File: config.mk
export PLATFORM = sky130hd
export DESIGN_NAME = noc_intr_rx
export DESIGN_NICKNAME = d
export VERILOG_FILES = /design/src/rtl/noc_intr_rx.sv
export SDC_FILE = /design/constraint.sdc
export NUM_CORES = 1
export LEC_CHECK = 0
export CORE_AREA = 4 4 204 206
export CTS_CLUSTER_SIZE = 40
export DETAILED_ROUTE_END_ITERATION = 7
export DIE_AREA = 0 0 208 210
export PLACE_DENSITY = 0.6
export SLEW_MARGIN = 30
export SYNTH_ARGS = -nofsm -noshare
export SYNTH_HDL_FRONTEND = slang
export SYNTH_SLANG_ARGS = --single-unit
File: constraint.sdc
create_clock -name clk -period 4.4 [get_ports clk]
set_input_delay 0.44 -clock clk [delete_from_list [all_inputs] [get_ports clk]]
set_output_delay 0.44 -clock clk [all_outputs]
set_load 0.005 [all_outputs]
File: src/rtl/noc_intr_rx.sv
// ---------------------------------------------------------------------------
// noc_intr_rx
//
// Tile-side receiver for 2-flit interrupt packets arriving from the IOB over
// the 64-bit NoC. Each header is parsed and filtered on destination, message
// type and length. A matching packet has its single payload flit pushed into
// a small FIFO, which presents decoded interrupts to the core-side logic.
// Packets that do not match are drained and counted as drops.
//
// Handshakes: both interfaces use val/rdy. A transfer happens on a rising
// clk edge where val && rdy. The sender holds val and data stable until the
// transfer. noc_in_rdy depends only on FSM state and the FIFO full flag, and
// has no combinational path from intr_rdy.
//
// Optional build macro: NOC_INTR_RX_STATS_EN. When defined, drop_cnt is a
// saturating counter of dropped packets. When undefined, drop_cnt is 16'd0.
//
// Ports:
//   clk, rst_n    clock, asynchronous active-low reset
//   noc_in_val    incoming flit valid
//   noc_in_rdy    receiver ready
//   noc_in_data   incoming flit (64)
//   intr_val      FIFO head holds a decoded interrupt
//   intr_rdy      consumer accepts the head entry
//   intr_data     raw payload flit of the head entry (64)
//   intr_vec      head payload[5:0]
//   intr_tid      head payload[8:6]
//   intr_type     head payload[17:16]
//   fifo_cnt      FIFO occupancy (5)
//   drop_cnt      dropped-packet count (16)
// ---------------------------------------------------------------------------
`ifndef MSG_TYPE_INTERRUPT
`define MSG_TYPE_INTERRUPT 8'd33
`endif

module noc_intr_rx #(
    parameter int          FIFO_DEPTH    = 4,
    parameter logic [13:0] MY_CHIPID     = 14'd0,
    parameter logic [7:0]  MY_X          = 8'd0,
    parameter logic [7:0]  MY_Y          = 8'd0,
    parameter logic [7:0]  INTR_MSG_TYPE = `MSG_TYPE_INTERRUPT
) (
    input  logic        clk,
    input  logic        rst_n,
    input  logic        noc_in_val,
    output logic        noc_in_rdy,
    input  logic [63:0] noc_in_data,
    output logic        intr_val,
    input  logic        intr_rdy,
    output logic [63:0] intr_data,
    output logic [5:0]  intr_vec,
    output logic [2:0]  intr_tid,
    output logic [1:0]  intr_type,
    output logic [4:0]  fifo_cnt,
    output logic [15:0] drop_cnt
);

    localparam int PW = $clog2(FIFO_DEPTH);

    typedef enum logic [1:0] {HDR = 2'd0, PAY = 2'd1, DRAIN = 2'd2} state_t;

    state_t      state, state_nxt;
    logic [7:0]  remaining, remaining_nxt;

    // Header fields of the flit currently on noc_in_data
    logic [13:0] hdr_chipid;
    logic [7:0]  hdr_x, hdr_y, hdr_len, hdr_type;
    logic        keep;

    logic        flit_acc, hdr_acc, push, pop, fifo_full;

    logic [63:0] mem [FIFO_DEPTH];
    logic [PW-1:0] wr_ptr, rd_ptr;

    assign hdr_chipid = noc_in_data[63:50];
    assign hdr_x      = noc_in_data[49:42];
    assign hdr_y      = noc_in_data[41:34];
    assign hdr_len    = noc_in_data[29:22];
    assign hdr_type   = noc_in_data[21:14];

    // Only a single-payload interrupt addressed to this tile is kept; any
    // other length (including 0) is treated as malformed and dropped.
    assign keep = (hdr_chipid == MY_CHIPID) && (hdr_x == MY_X) && (hdr_y == MY_Y) &&
                  (hdr_type == INTR_MSG_TYPE) && (hdr_len == 8'd1);

    assign fifo_full = (fifo_cnt == 5'(FIFO_DEPTH));
    assign flit_acc  = noc_in_val && noc_in_rdy;
    assign hdr_acc   = flit_acc && (state == HDR);
    assign push      = flit_acc && (state == PAY);
    assign pop       = intr_rdy && (fifo_cnt != 5'd0);

    // ---------------- FSM: state register ----------------
    always_ff @(posedge clk or negedge rst_n) begin
        if (!rst_n) begin
            state     <= HDR;
            remaining <= 8'd0;
        end else begin
            state     <= state_nxt;
            remaining <= remaining_nxt;
        end
    end

    // ---------------- FSM: next state ----------------
    always_comb begin
        state_nxt     = state;
        remaining_nxt = remaining;
        case (state)
            HDR: begin
                if (flit_acc && (hdr_len != 8'd0)) begin
                    remaining_nxt = hdr_len;
                    state_nxt     = keep ? PAY : DRAIN;
                end
            end
            PAY: begin
                if (flit_acc) state_nxt = HDR;
            end
            DRAIN: begin
                if (flit_acc) begin
                    remaining_nxt = remaining - 8'd1;
                    if (remaining == 8'd1) state_nxt = HDR;
                end
            end
            default: state_nxt = HDR;
        endcase
    end

    // ---------------- FSM: outputs ----------------
    // rdy is held low while reset is asserted, even though the FSM sits in HDR.
    always_comb begin
        noc_in_rdy = 1'b0;
        if (rst_n) begin
            case (state)
                HDR:     noc_in_rdy = 1'b1;
                PAY:     noc_in_rdy = !fifo_full;
                DRAIN:   noc_in_rdy = 1'b1;
                default: noc_in_rdy = 1'b0;
            endcase
        end
    end

    // ---------------- Decoded-interrupt FIFO ----------------
    // Storage is reset so the head outputs read 0 out of reset.
    always_ff @(posedge clk or negedge rst_n) begin
        if (!rst_n) begin
            for (int i = 0; i < FIFO_DEPTH; i++) mem[i] <= 64'd0;
            wr_ptr   <= '0;
            rd_ptr   <= '0;
            fifo_cnt <= 5'd0;
        end else begin
            if (push) begin
                mem[wr_ptr] <= noc_in_data;
                wr_ptr      <= wr_ptr + 1'b1;
            end
            if (pop) rd_ptr <= rd_ptr + 1'b1;
            case ({push, pop})
                2'b10:   fifo_cnt <= fifo_cnt + 5'd1;
                2'b01:   fifo_cnt <= fifo_cnt - 5'd1;
                default: fifo_cnt <= fifo_cnt;
            endcase
        end
    end

    assign intr_val  = (fifo_cnt != 5'd0);
    assign intr_data = mem[rd_ptr];
    assign intr_vec  = intr_data[5:0];
    assign intr_tid  = intr_data[8:6];
    assign intr_type = intr_data[17:16];

    // ---------------- Drop statistics ----------------
`ifdef NOC_INTR_RX_STATS_EN
    logic drop_evt;
    assign drop_evt = hdr_acc && !keep;

    always_ff @(posedge clk or negedge rst_n) begin
        if (!rst_n) begin
            drop_cnt <= 16'd0;
        end else if (drop_evt && (drop_cnt != 16'hFFFF)) begin
            drop_cnt <= drop_cnt + 16'd1;
        end
    end
`else
    logic unused_hdr_acc;
    assign unused_hdr_acc = hdr_acc;
    assign drop_cnt       = 16'd0;
`endif

endmodule

==> impl_metrics.py, run 1 <==
metrics = {
    "outcome": {
        "outcome": "finished clean",
    },
    "global_route": {
        "grt_busiest_layer": "met2",
        "grt_pass1_wl_um": 49400,
        "grt_pass1_vias": 8009,
        "grt_usage": 0.143,
        "antenna_found_initial": 2,
        "grt_overflow": 0,
        "grtUsageMet2": 0.216,
        "grt_util_met1": 0.211,
        "gr-usage-met3": 0.0292,
        "grt_max_degree": 75,
    },
    "synthesis": {
        "synth.avg_cell_area_um2": 17.3,
        "synth.distinct_cells": 47,
        "syn_area_mm2": 0.0138,
        "synth.area.top_cells": "dfrtp_1 50%, mux2_4 26%, mux4_2 10%",
        "yosysTopAreaCellShare": 0.498,
        "seq_area_frac_synth": 0.498,
        "synth-async-reset-ratio": 1.00,
        "synth-seq-cells": 275,
        "synth-edff-count": 0,
        "ys_top_cells_by_count": "275 x dfrtp_1, 240 x mux2_4, 64 x mux4_2",
        "yosysMostFrequentCell": "dfrtp_1",
        "syn_inst": 800,
        "ys.flop_type": "dfrtp_1",
        "yosysWarnings": 0,
        "synth_area_leader_cell": "dfrtp_1",
    },
    "sta": {
        "fmax_ghz": 0.306,
        "worst-slew-pin-transition_ns": 0.873,
        "fin_setup_tns_ns": 0,
        "slew_viol_final": 0,
        "hold_violations": 0,
        "fin_crit_sh": 0.742,
        "setup_violations": 0,
        "clock_skew_ns": 0.0101,
        "whs_ns": 0.0876,
        "rsz0062_at_grt": "no",
        "relSlewSlack": 0.418,
        "fin_crit_ns": 3.26,
        "setup_ws_ns": 1.14,
    },
    "setup_path": {
        "worst-r2r-setup-slack_ns": 1.40,
        "r2r-start": "fifo_cnt[0]",
        "crit_family": "buffers and inverters",
        "crit_start": "rd_ptr[0]",
        "cp.depth": 3,
        "cp_slowest_cell": "dfrtp_4",
        "cpPeakStageDelay_ns": 0.81,
        "rr_endpoint": "fifo_cnt[4]",
        "crit_buf_inv": 2,
        "cp-endpoint": "intr_data[55]",
        "critical_path_arrival_ns": 2.82,
        "cp-end-kind": "primary output",
        "path_cells": "buf_12 > mux4_2 > clkdlybuf4s50_1",
        "r2r_cells": 10,
        "required_ns": 3.96,
        "timing_worst_setup_path_type": "flop to primary output",
        "critical_path.max_fanout": 32,
        "startpoint_type": "flop",
    },
    "pwr": {
        "peakVddDrop_uv": 293,
        "clkPwrFrac": 0.384,
        "netSwitchingFraction": 0.271,
        "power.internal_mw": 5.39,
        "power_leakage_nw": 7.39,
        "p_per_area_mw_per_mm2": 447,
        "switchingPower_mw": 2.00,
        "power_frac_comb": 0.197,
        "power_frac_seq": 0.418,
    },
    "drt": {
        "routed_wirelength_um": 31100,
        "ant_nets": 0,
        "dr_total_vias": 7203,
        "avgRoutedWirePerCell_um": 20.9,
        "viasPerCell": 4.84,
        "drtIter0Drc": 377,
        "first_pass_iters": 4,
        "drcViolationCount": 0,
    },
    "layout": {
        "layout.cells.non_filler": 1487,
        "area_growth_pct": 19.5,
        "drive_gt1_frac": 0.420,
        "utilization": 0.417,
        "nets": 1022,
    },
    "die": {
        "dieArea_mm2": 0.0437,
        "io_pins": 166,
        "fp.dieW_um": 208,
        "die_y_um": 210,
        "rows": 73,
        "coreArea_mm2": 0.0396,
        "start_util": 0.348,
    },
    "placement": {
        "port-buffer-count": 149,
        "placedCellCount": 1432,
        "gp_congestion": 0.770,
        "hpwlAfterDp_um": 19400,
        "pre_cts_slack_ns": 1.21,
    },
    "clock_tree": {
        "cts.hold.buffers_added": 0,
        "cts.path.max_buffers": 3,
        "cts-htree-levels": 2,
        "clock-sinks": 275,
        "clock_latency_ns": 0.52,
        "cts_root_buf": "clkbuf_16",
        "cts_tree": "yes",
        "cts_setup_buffers": 0,
        "clk_pin_slew_ns": 0.06,
        "post_cts_resized": 0,
        "cts_buffers": 34,
    },
    "hold_path": {
        "hold_path_class": "primary input to asynchronous set/reset pin",
    },
    "job": {
        "max_cap_violations": 0,
    },
}
worst reg2reg max path, delay by kind of cell (launching register included):
kind	cells	cell delay, ns
flip-flops	1	0.47
AO/OA/AOI/OAI	2	0.28
AND/OR/NAND/NOR	5	1.43
adder cells (fa/ha/maj)	2	0.57
XOR/XNOR	1	0.14
cells in the final DEF (no fill, tap or decap), types with 3 or more instances in the layout:
cell / n
mux2_4: 240
xnor2_1: 4
clkbuf_1: 3
clkdlybuf4s50_1: 148
nand4_1: 3
clkinv_2: 6
ha_1: 10
or2_2: 3
dfrtp_1: 273
inv_1: 10
xor2_1: 3
buf_12: 5
conb_1: 16
buf_4: 9
mux4_2: 64
nand2_1: 20
a22o_1: 3
nor3_1: 4
and2_4: 4
o21ai_0: 12
nand3_1: 3
mux2_2: 16
a21oi_1: 12
nor2_1: 4
bufinv_16: 3
clkbuf_16: 37
clkbuf_8: 5
nor4_1: 8
buf_6: 3
or4_1: 4
stage by stage:
stage	total power, mW	area, um2
after CTS	7.53	16500
after detailed placement	4.62	15400
after floorplan	3.96	13900
after global placement	4.61	15400
final	7.39	16500
after global routing	7.76	16500
cells by family after synthesis:
group	Yosys count	share of synthesized area
and+or+nand+nor	66	0.0288
xor gates and xnor gates	7	0.00444
DFF	275	0.498
buffers and inverters	84	0.0641
other	1	0.000271
AOI/OAI and AO/OA	36	0.0154
adders and majority gates	11	0.0105
muxes	320	0.378
area by class of cell:
class	count	area, um2
clock inverter	9	120
multi-input combinational	456	6100
tap	525	657
sequential	275	6890
inverter	10	37.5
clock buffer	45	1010
fill	3580	23100
antenna	1	2.50
timing repair buffer	166	1700
worst min path at each step:
stage              from          end  slack (ns)
2_1_floorplan     rst_n  fifo_cnt[0]        0.14
3_3_place_gp   mem[190]     mem[190]        0.48
3_5_place_dp    mem[70]      mem[70]        0.49
4_1_cts           rst_n      mem[67]        0.18
5_1_grt           rst_n  fifo_cnt[2]        0.15
6_report          rst_n     mem[255]        0.09
flip-flops by register name, indices dropped and copies added (netlist names):
| register | flops |
|---|---|
| remaining | 8 |
| fifo_cnt | 5 |
| state | 2 |
| wr_ptr | 2 |
| mem | 256 |
| rd_ptr | 2 |
per-layer routing:
metal / up-vias / part of all wire
met5: - / 0.00042
met4: 2 / 0.016
met3: 31 / 0.039
met2: 143 / 0.45
met1: 3850 / 0.49
li1: 3177 / -
power by group through the flow:
stage / Sequential (mW) / Combinational, mW / Clock (mW)
final: 3.09 / 1.46 / 2.84
after global placement: 3.15 / 1.47 / 0
after CTS: 3.10 / 1.49 / 2.93
after global routing: 3.14 / 1.60 / 3.03
after floorplan: 2.89 / 1.06 / 0
after detailed placement: 3.14 / 1.48 / 0
(Power assumes the default switching activity.)
==> run 2: changes to the inputs <==
clock period = 3.2 ns   (was 4.4 ns; I/O delays follow)
==> run 2 against run 1 <==
The flow now finishes with violations (hold timing). Count of clock-buffer cells in the layout rose by 2. Critical path depth rose by 7. Clock power grew 40%. Non-clock buffer count grew 9. First-iteration DRC count up 6.9%. Via count up 0.67%. Clock skew rose by 0.012 ns. Sequential share of layout area fell by 0.46 points. Design area increased by 1.1%. Die area unchanged. Sequential cell count stayed put.
==> impl_metrics.py, run 2 (synthesis results as in run 1) <==
metrics = {
    "setup_path": {
        "cp-end-kind": "flop",
        "critical_path.max_fanout": 5,
        "critical_path_arrival_ns": 3.43,
        "required_ns": 3.60,
        "timing_worst_setup_path_type": "flop to flop",
        "crit_start": "fifo_cnt[1]",
        "r2r-start": "fifo_cnt[1]",
        "startpoint_type": "flop",
    },
    "sta": {
        "hold_violations": 31,
        "fin_crit_ns": 3.03,
        "relSlewSlack": 0.477,
        "slew_viol_final": 0,
        "worst-slew-pin-transition_ns": 0.784,
        "clock_skew_ns": 0.0220,
        "fmax_ghz": 0.330,
        "whs_ns": -0.0228,
        "fin_setup_tns_ns": 0,
        "rsz0062_at_grt": "no",
        "setup_violations": 0,
        "fin_crit_sh": 0.947,
    },
    "clock_tree": {
        "cts.hold.buffers_added": 0,
        "clock_latency_ns": 0.52,
        "cts_setup_buffers": 0,
        "cts_buffers": 34,
        "cts_tree": "yes",
        "cts_root_buf": "clkbuf_16",
        "cts-htree-levels": 2,
        "clk_pin_slew_ns": 0.06,
        "clock-sinks": 275,
        "cts.path.max_buffers": 3,
        "post_cts_resized": 0,
    },
    "drt": {
        "viasPerCell": 4.83,
        "drcViolationCount": 0,
        "dr_total_vias": 7251,
        "avgRoutedWirePerCell_um": 21.0,
        "routed_wirelength_um": 31500,
        "drtIter0Drc": 403,
        "ant_nets": 0,
        "first_pass_iters": 4,
    },
    "layout": {
        "area_growth_pct": 20.9,
        "final_common_cell": "dfrtp_1",
        "largest_reg_flops": 256,
        "fill_cells": 3579,
        "top_register": "mem",
        "largestRegisters": "mem: 256 flops, remaining: 8 flops, fifo_cnt: 5 flops",
        "drive_gt1_frac": 0.423,
        "layout.cells.non_filler": 1500,
        "multiInputGateArea_mm2": 0.00610,
        "final_cell_mix": "273 x dfrtp_1, 240 x mux2_4, 148 x clkdlybuf4s50_1",
        "fin_area_mm2": 0.0167,
        "final-seq-area_mm2": 0.00689,
        "nets": 1031,
        "antenna_cells": 0,
    },
    "global_route": {
        "grt_busiest_layer": "met2",
        "grt_util_met1": 0.207,
        "grt_overflow": 0,
        "grt_max_degree": 142,
        "grt_pass1_wl_um": 49800,
        "gr-usage-met3": 0.0385,
        "antenna_found_initial": 0,
        "grt_pass1_vias": 8073,
        "grtUsageMet2": 0.223,
        "grt_usage": 0.144,
    },
    "hold_path": {
        "hold_path_class": "primary input to asynchronous set/reset pin",
    },
    "die": {
        "start_util": 0.348,
        "coreArea_mm2": 0.0396,
        "die_y_um": 210,
        "dieArea_mm2": 0.0437,
        "rows": 73,
        "fp.dieW_um": 208,
        "io_pins": 166,
    },
    "pwr": {
        "p_per_area_mw_per_mm2": 621,
        "power_leakage_nw": 7.47,
        "peakVddDrop_uv": 413,
    },
    "placement": {
        "placedCellCount": 1441,
        "dpl_cell_area_mm2": 0.0156,
        "gp_congestion": 0.756,
        "hpwlAfterDp_um": 19900,
        "port-buffer-count": 149,
    },
    "job": {
        "max_cap_violations": 0,
    },
    "outcome": {
        "outcome": "finished, violations left",
        "violations": "hold timing",
    },
}
-- run 2: changes by cell type in the layout (fill, tap and decap cells not counted), sizes merged --
cell | before | now
clkinv | 6 | 5
clkbuf | 45 | 47
diode | 1 | 0
inv | 10 | 12
buf | 18 | 27
bufinv | 3 | 5
-- run 2: metrics by stage --
step	hold slack (ns)	total power [mW]	setup slack [ns]	utilization
after floorplan	0.0244	5.44	0.360	-
after global placement	0.484	6.47	0.227	0.392
after detailed placement	0.487	6.49	0.169	0.392
after CTS	0.00578	10.6	0.0865	0.421
after global routing	0.0367	10.9	0.00151	0.421
final	-0.0228	10.4	0.170	0.421
-- run 2: where the power goes --
group,switching [mW],internal (mW),total (mW),leakage (nW)
combinational,0.942,1.31,2.25,3.15
clock,1.50,2.48,3.99,0.563
sequential,0.364,3.77,4.13,3.76
total,2.81,7.56,10.4,7.47
-- run 2: layout make-up --
| class | count | area share |
|---|---|---|
| clock buffer | 47 | 0.0570 |
| clock inverter | 12 | 0.0115 |
| inverter | 10 | 0.00225 |
| multi-input combinational | 456 | 0.365 |
| sequential | 275 | 0.413 |
| tap | 525 | 0.0393 |
| timing repair buffer | 175 | 0.112 |
-- run 2: metal layers --
| metal | vias to the layer above | wire length (um) |
|---|---|---|
| li1 | 3217 | - |
| met1 | 3852 | 15200 |
| met2 | 141 | 14200 |
| met3 | 41 | 1590 |
| met4 | 0 | 479 |
| met5 | - | 0 |
-- run 2: path summary, 6_finish.rpt --
path	to	slack, ns	depth (start not counted)
setup / recovery	fifo_cnt[4]	0.17	10
hold / removal	mem[86]	-0.02	2
setup reg to reg	fifo_cnt[4]	0.17	10
hold reg to reg	mem[127]	0.50	1
max in group asynchronous	mem[27]	1.89	3
min in group clk	state[0]	0.20	4
-- run 2: critical path, stage by stage, from the launching register on --
cell	delay, ns
dfrtp_1	0.45
nor4_4	0.39
or2b_1	0.28
and2_1	0.20
ha_1	0.24
ha_1	0.33
nor2b_1	0.14
o21ai_0	0.22
a21oi_1	0.09
or3b_2	0.45
xnor2_1	0.13
==> run 3: changes to the inputs <==
CAP_MARGIN = 20   (was unset)
CTS_BUF_LIST = sky130_fd_sc_hd__clkbuf_8   (was unset)
PLACE_DENSITY = 0.62   (was 0.6)
clock period = 2.45 ns   (was 3.2 ns; I/O delays follow)
==> run 3 against run 2 <==
The flow finishes with violations (setup timing). Sequential power grew 28%. Design area is 3.3% higher. Fmax grew 20%. Critical endpoint unchanged. Highest routed layer unchanged.
==> impl_metrics.py, run 3 (synthesis results as in run 1) <==
metrics = {
    "clock_tree": {
        "clock_latency_ns": 0.61,
        "clock-sinks": 275,
        "cts_buffers": 50,
        "cts-htree-levels": 2,
        "clk_pin_slew_ns": 0.06,
        "cts.path.max_buffers": 3,
        "cts_root_buf": "clkbuf_8",
        "cts_tree": "yes",
    },
    "sta": {
        "relSlewSlack": 0.541,
        "rsz0062_at_grt": "yes",
        "fmax_ghz": 0.397,
        "fin_crit_ns": 2.52,
        "fin_crit_sh": 1.03,
        "hold_violations": 0,
        "clock_skew_ns": 0.0173,
        "worst-slew-pin-transition_ns": 0.686,
        "setup_ws_ns": -0.0719,
        "slew_viol_final": 0,
        "setup_violations": 1,
        "fin_setup_tns_ns": -0.0719,
    },
    "job": {
        "max_cap_violations": 0,
    },
    "die": {
        "coreArea_mm2": 0.0396,
        "io_pins": 166,
        "rows": 73,
        "fp.dieW_um": 208,
        "die_y_um": 210,
        "dieArea_mm2": 0.0437,
        "start_util": 0.348,
    },
    "setup_path": {
        "critical_path.max_fanout": 4,
        "worst-r2r-setup-slack_ns": -0.07,
        "critical_path_arrival_ns": 3.00,
        "cp-end-kind": "flop",
        "required_ns": 2.93,
        "timing_worst_setup_path_type": "flop to flop",
        "startpoint_type": "flop",
    },
    "global_route": {
        "antenna_found_initial": 0,
        "grt_overflow": 0,
        "grt_max_degree": 168,
        "grt_pass1_vias": 8446,
        "grt_usage": 0.154,
        "grt_pass1_wl_um": 52700,
    },
    "drt": {
        "drcViolationCount": 0,
        "dr_total_vias": 7628,
        "routed_wirelength_um": 33800,
        "avgRoutedWirePerCell_um": 21.3,
        "first_pass_iters": 4,
        "viasPerCell": 4.81,
        "drtIter0Drc": 360,
        "ant_nets": 0,
    },
    "layout": {
        "utilization": 0.435,
        "area_growth_pct": 24.8,
        "antenna_cells": 0,
        "final_cell_mix": "273 x dfrtp_1, 240 x mux2_4, 71 x clkdlybuf4s50_1",
        "drive_gt1_frac": 0.523,
        "final_common_cell": "dfrtp_1",
        "nets": 1102,
        "largestRegisters": "mem: 256 flops, remaining: 8 flops, fifo_cnt: 5 flops",
        "top_register": "mem",
        "largest_reg_flops": 256,
    },
    "placement": {
        "hpwlAfterDp_um": 19900,
        "gp_congestion": 0.754,
        "port-buffer-count": 149,
    },
    "hold_path": {
        "hold_path_class": "primary input to flop",
    },
    "pwr": {
        "clkPwrFrac": 0.328,
        "switchingPower_mw": 4.11,
        "p_per_area_mw_per_mm2": 819,
        "power_frac_seq": 0.374,
        "power_leakage_nw": 8.05,
        "peakVddDrop_uv": 746,
        "netSwitchingFraction": 0.291,
        "power_frac_comb": 0.298,
        "power.internal_mw": 10.0,
    },
    "outcome": {
        "violations": "setup timing",
        "outcome": "finished, violations left",
    },
}
run 3: cell count changes in the layout (fill, tap and decap cells not counted), moves of 24 or more:
cell             before  now
clkbuf_16            35    1
clkdlybuf4s50_1     148   71
clkbuf_8              3   67
buf_4                12   36
run 3: routing by layer:
layer | wire [um] | vias to the layer above | share of wire | GRT usage
met5 | 0 | - | 0 | 0
met4 | 646 | 0 | 0.019 | 0.0442
met3 | 1370 | 50 | 0.041 | 0.0329
met2 | 15600 | 153 | 0.46 | 0.236
met1 | 16200 | 4060 | 0.48 | 0.224
li1 | - | 3365 | - | -
run 3: final cells by class:
cell class / count / area [um2]
fillers: 3597 / 22400
multi-input cells: 456 / 6150
inverters: 10 / 37.5
repair buffers: 230 / 2440
clock inverters: 24 / 154
clock buffers: 67 / 922
well taps: 525 / 657
flip-flops and latches: 275 / 6890
run 3: final timing paths:
| check | from | to | depth (start not counted) |
|---|---|---|---|
| max in group asynchronous | rst_n | remaining[4] | 5 |
| hold reg to reg | mem[6] | mem[6] | 1 |
| setup / recovery | fifo_cnt[3] | fifo_cnt[4] | 10 |
| hold / removal | noc_in_val | state[1] | 4 |
| min in group asynchronous | rst_n | mem[214] | 3 |
| setup reg to reg | fifo_cnt[3] | fifo_cnt[4] | 10 |
run 3: critical path: stages, from the launching register on:
cell     delay [ns]
dfrtp_1        0.41
nor4_4         0.34
or2b_1         0.28
and2_4         0.15
ha_4           0.18
ha_4           0.26
nor2b_1        0.14
o21ai_2        0.07
nand3_1        0.07
or3b_4         0.37
xnor2_1        0.13
run 3: what timing repair did:
| action | CTS | global route |
|---|---|---|
| hold buffers | 1 | 0 |
| hold endpoints to repair | 108 | 0 |
| gates resized for setup | 230 | 51 |
| setup buffers | 25 | 1 |
| pin swaps | 5 | 4 |
| endpoints found under the setup margin | 76 | 60 |
| cloned | 8 | 1 |
run 3: power groups by stage:
stage	Sequential, mW	Combinational [mW]	Clock, mW
2_1_floorplan	5.20	1.94	0
3_3_place_gp	5.36	3.16	0
3_5_place_dp	5.37	3.18	0
4_1_cts	5.28	4.32	4.80
5_1_grt	5.34	4.53	5.01
6_report	5.28	4.20	4.63
run 3: through the flow:
stage	instance area [um2]	power (mW)	hold WS, ns	std cells	worst slack [ns]
finish	17200	14.1	0.316	1587	-0.0719
global route	17200	14.9	0.315	1587	-0.210
CTS	17300	14.4	0.267	1588	-0.132
detailed placement	15800	8.55	0.447	1463	-0.141
global placement	15800	8.52	0.445	1463	-0.0842
floorplan	13900	7.14	-0.0506	815	-0.0824
==> patch (settings of run 2) <==
Put a register stage on the output `intr_vec`, cleared by the reset. The value now appears one clock later. The other outputs are not delayed to match.
--- a/src/rtl/noc_intr_rx.sv
+++ b/src/rtl/noc_intr_rx.sv
@@ -164,3 +164,9 @@
     assign intr_data = mem[rd_ptr];
-    assign intr_vec  = intr_data[5:0];
+    always_ff @(posedge clk or negedge rst_n) begin
+        if (!rst_n) begin
+            intr_vec <= '0;
+        end else begin
+            intr_vec <= intr_data[5:0];
+        end
+    end
     assign intr_tid  = intr_data[8:6];
Check against the original RTL: not equivalent (a bounded check fails within 4 cycles, from zero or initial values and one cycle with rst_n low).
==> patch against run 2 <==
Power decreased by 11%. Design area rose by 1.1%. Cell count up 0.93%. Setup slack gained 0.29 ns. Clock power decreased by 5.3%. Via count up 1.1%. Synthesized area shrank 0.70%. Routed wire length grew 2.4%. Worst hold slack improved by 0.24 ns. Sequential cell count up 6. Count of clock-buffer cells in the layout rose by 1. Synthesized cell count is 0.25% lower. Critical path type is now flip-flop to output port. Largest cell class unchanged. Highest routed layer is now met5.
==> patch: results (changes against run 2) <==
stage,metric,value,unit,change
grt,number of global-route vias before repair,8057,,was 8073
routing,WL/cell,21.3,um,was 21.0 um
place,Place WS,0.287,ns,was 0.169 ns
final_layout,area grow syn2layout,23.0,%,was 20.9%
synthesis,register area share after synthesis,0.513,,was 0.498
pwr,Power Internal,6.62,mW,was 7.56 mW
grt,first-pass GRT wire length,50800,um,was 49800 um
final_layout,#MultiIn Comb,455,,was 456
synthesis,Synth Cell Area,13700,sq um,was 13800 sq um
synthesis,"top cells by area, synth","dfrtp_1, mux2_4, mux4_2",,unchanged
place,routability cong.,0.751,,was 0.756
final_layout,fillers,3582,,was 3579
final_layout,Layout non-clock buf frac,0.112,,about the same
setup_path,CP Capture Point,intr_data[0],,was fifo_cnt[4]$_DFFE_PN0P_
synthesis,Adder-Cell Fraction of Synth Area,0.0106,,was 0.0105
run_status,status,finished clean,,"was finished, violations left"
place,hpwl dp,20500,um,was 19900 um
final_layout,Clock-cell share,0.0646,,was 0.0685
final_layout,area occupied by multi-input gates,6150,sq um,was 6100 sq um
synthesis,number of distinct library cells after synthesis,52,,was 47
setup_path,crit path DAT,2.42,ns,was 3.43 ns
routing,met3 wire len,1790,um,was 1590 um
setup_path,Worst Path Max Fanout,23,,was 5
final_layout,post-route insts no fill,1514,,was 1500
sta,Tightest Pin Transition,0.823,ns,was 0.784 ns
setup_path,Critical Path Source,rd_ptr[0]$_DFFE_PN0P_,,was fifo_cnt[1]$_DFFE_PN0P_
synthesis,area share of xor/xnor cells in the synthesized design,0.00447,,was 0.00444
sta,Worst Hold Margin,0.215,ns,was -0.0228 ns
setup_path,cell family with most CP delay,buffers and inverters,,was simple AND/OR/NAND/NOR gates
grt,met2 GRT Util,0.228,,was 0.223
final_layout,Largest regs,"mem: 256 flops, remaining: 8 flops, intr_vec: 6 flops",,"was mem: 256 flops, remaining: 8 flops, fifo_cnt: 5 flops"
final_layout,diode count,2,,was 0
synthesis,Synth top cells by count,"dfrtp_1, mux2_4, mux4_2",,unchanged
final_layout,clock buffer count,48,,was 47
grt,initial antenna violation count,3,,was 0
grt,Total GRT Usage,0.147,,was 0.144
routing,Iteration-0 DRC Markers,351,,was 403
final_layout,Non-clock buffers,181,,was 175
pwr,Pleak,7.62,nW,was 7.47 nW
final_layout,FF+latch area,7040,sq um,was 6890 sq um
final_layout,share of layout cells above drive strength 1,0.413,,was 0.423
synthesis,number of synthesized register bits,281,,was 275
setup_path,Crit path largest cell delay,0.59,ns,was 0.45 ns
grt,M1 GR Usage,0.210,,was 0.207
synthesis,Compound-Gate Fraction of Synth Area,0.0171,,was 0.0154
setup_path,"reg-to-reg slack, setup",0.47,ns,was 0.17 ns
sta,period utilisation layout,0.856,,was 0.947
-- patch: cell types whose count changed in the layout (fill, tap and decap cells not counted), moves of 4 or more --
cell | before | now
buf_4 | 12 | 17
bufinv_16 | 5 | 1
clkbuf_8 | 3 | 8
dfrtp_1 | 273 | 279
mux2_1 | 0 | 16
mux2_2 | 16 | 0
nand2_1 | 20 | 10
nor2_1 | 4 | 13
o21ai_0 | 12 | 3
o21ai_1 | 1 | 7
-- patch: power by group through the flow --
stage | logic, mW | clock network, mW | registers, mW
3_5_place_dp | 1.57 | 0 | 3.93
6_report | 1.53 | 3.78 | 3.87
5_1_grt | 1.69 | 4.06 | 3.89
4_1_cts | 1.59 | 3.91 | 3.87
2_1_floorplan | 0.999 | 0 | 3.81
3_3_place_gp | 1.56 | 0 | 3.94
-- patch: repair_timing --
item	in CTS	in global routing
endpoints found under the hold margin	3	0
setup buffers	0	0
hold buffers	1	0
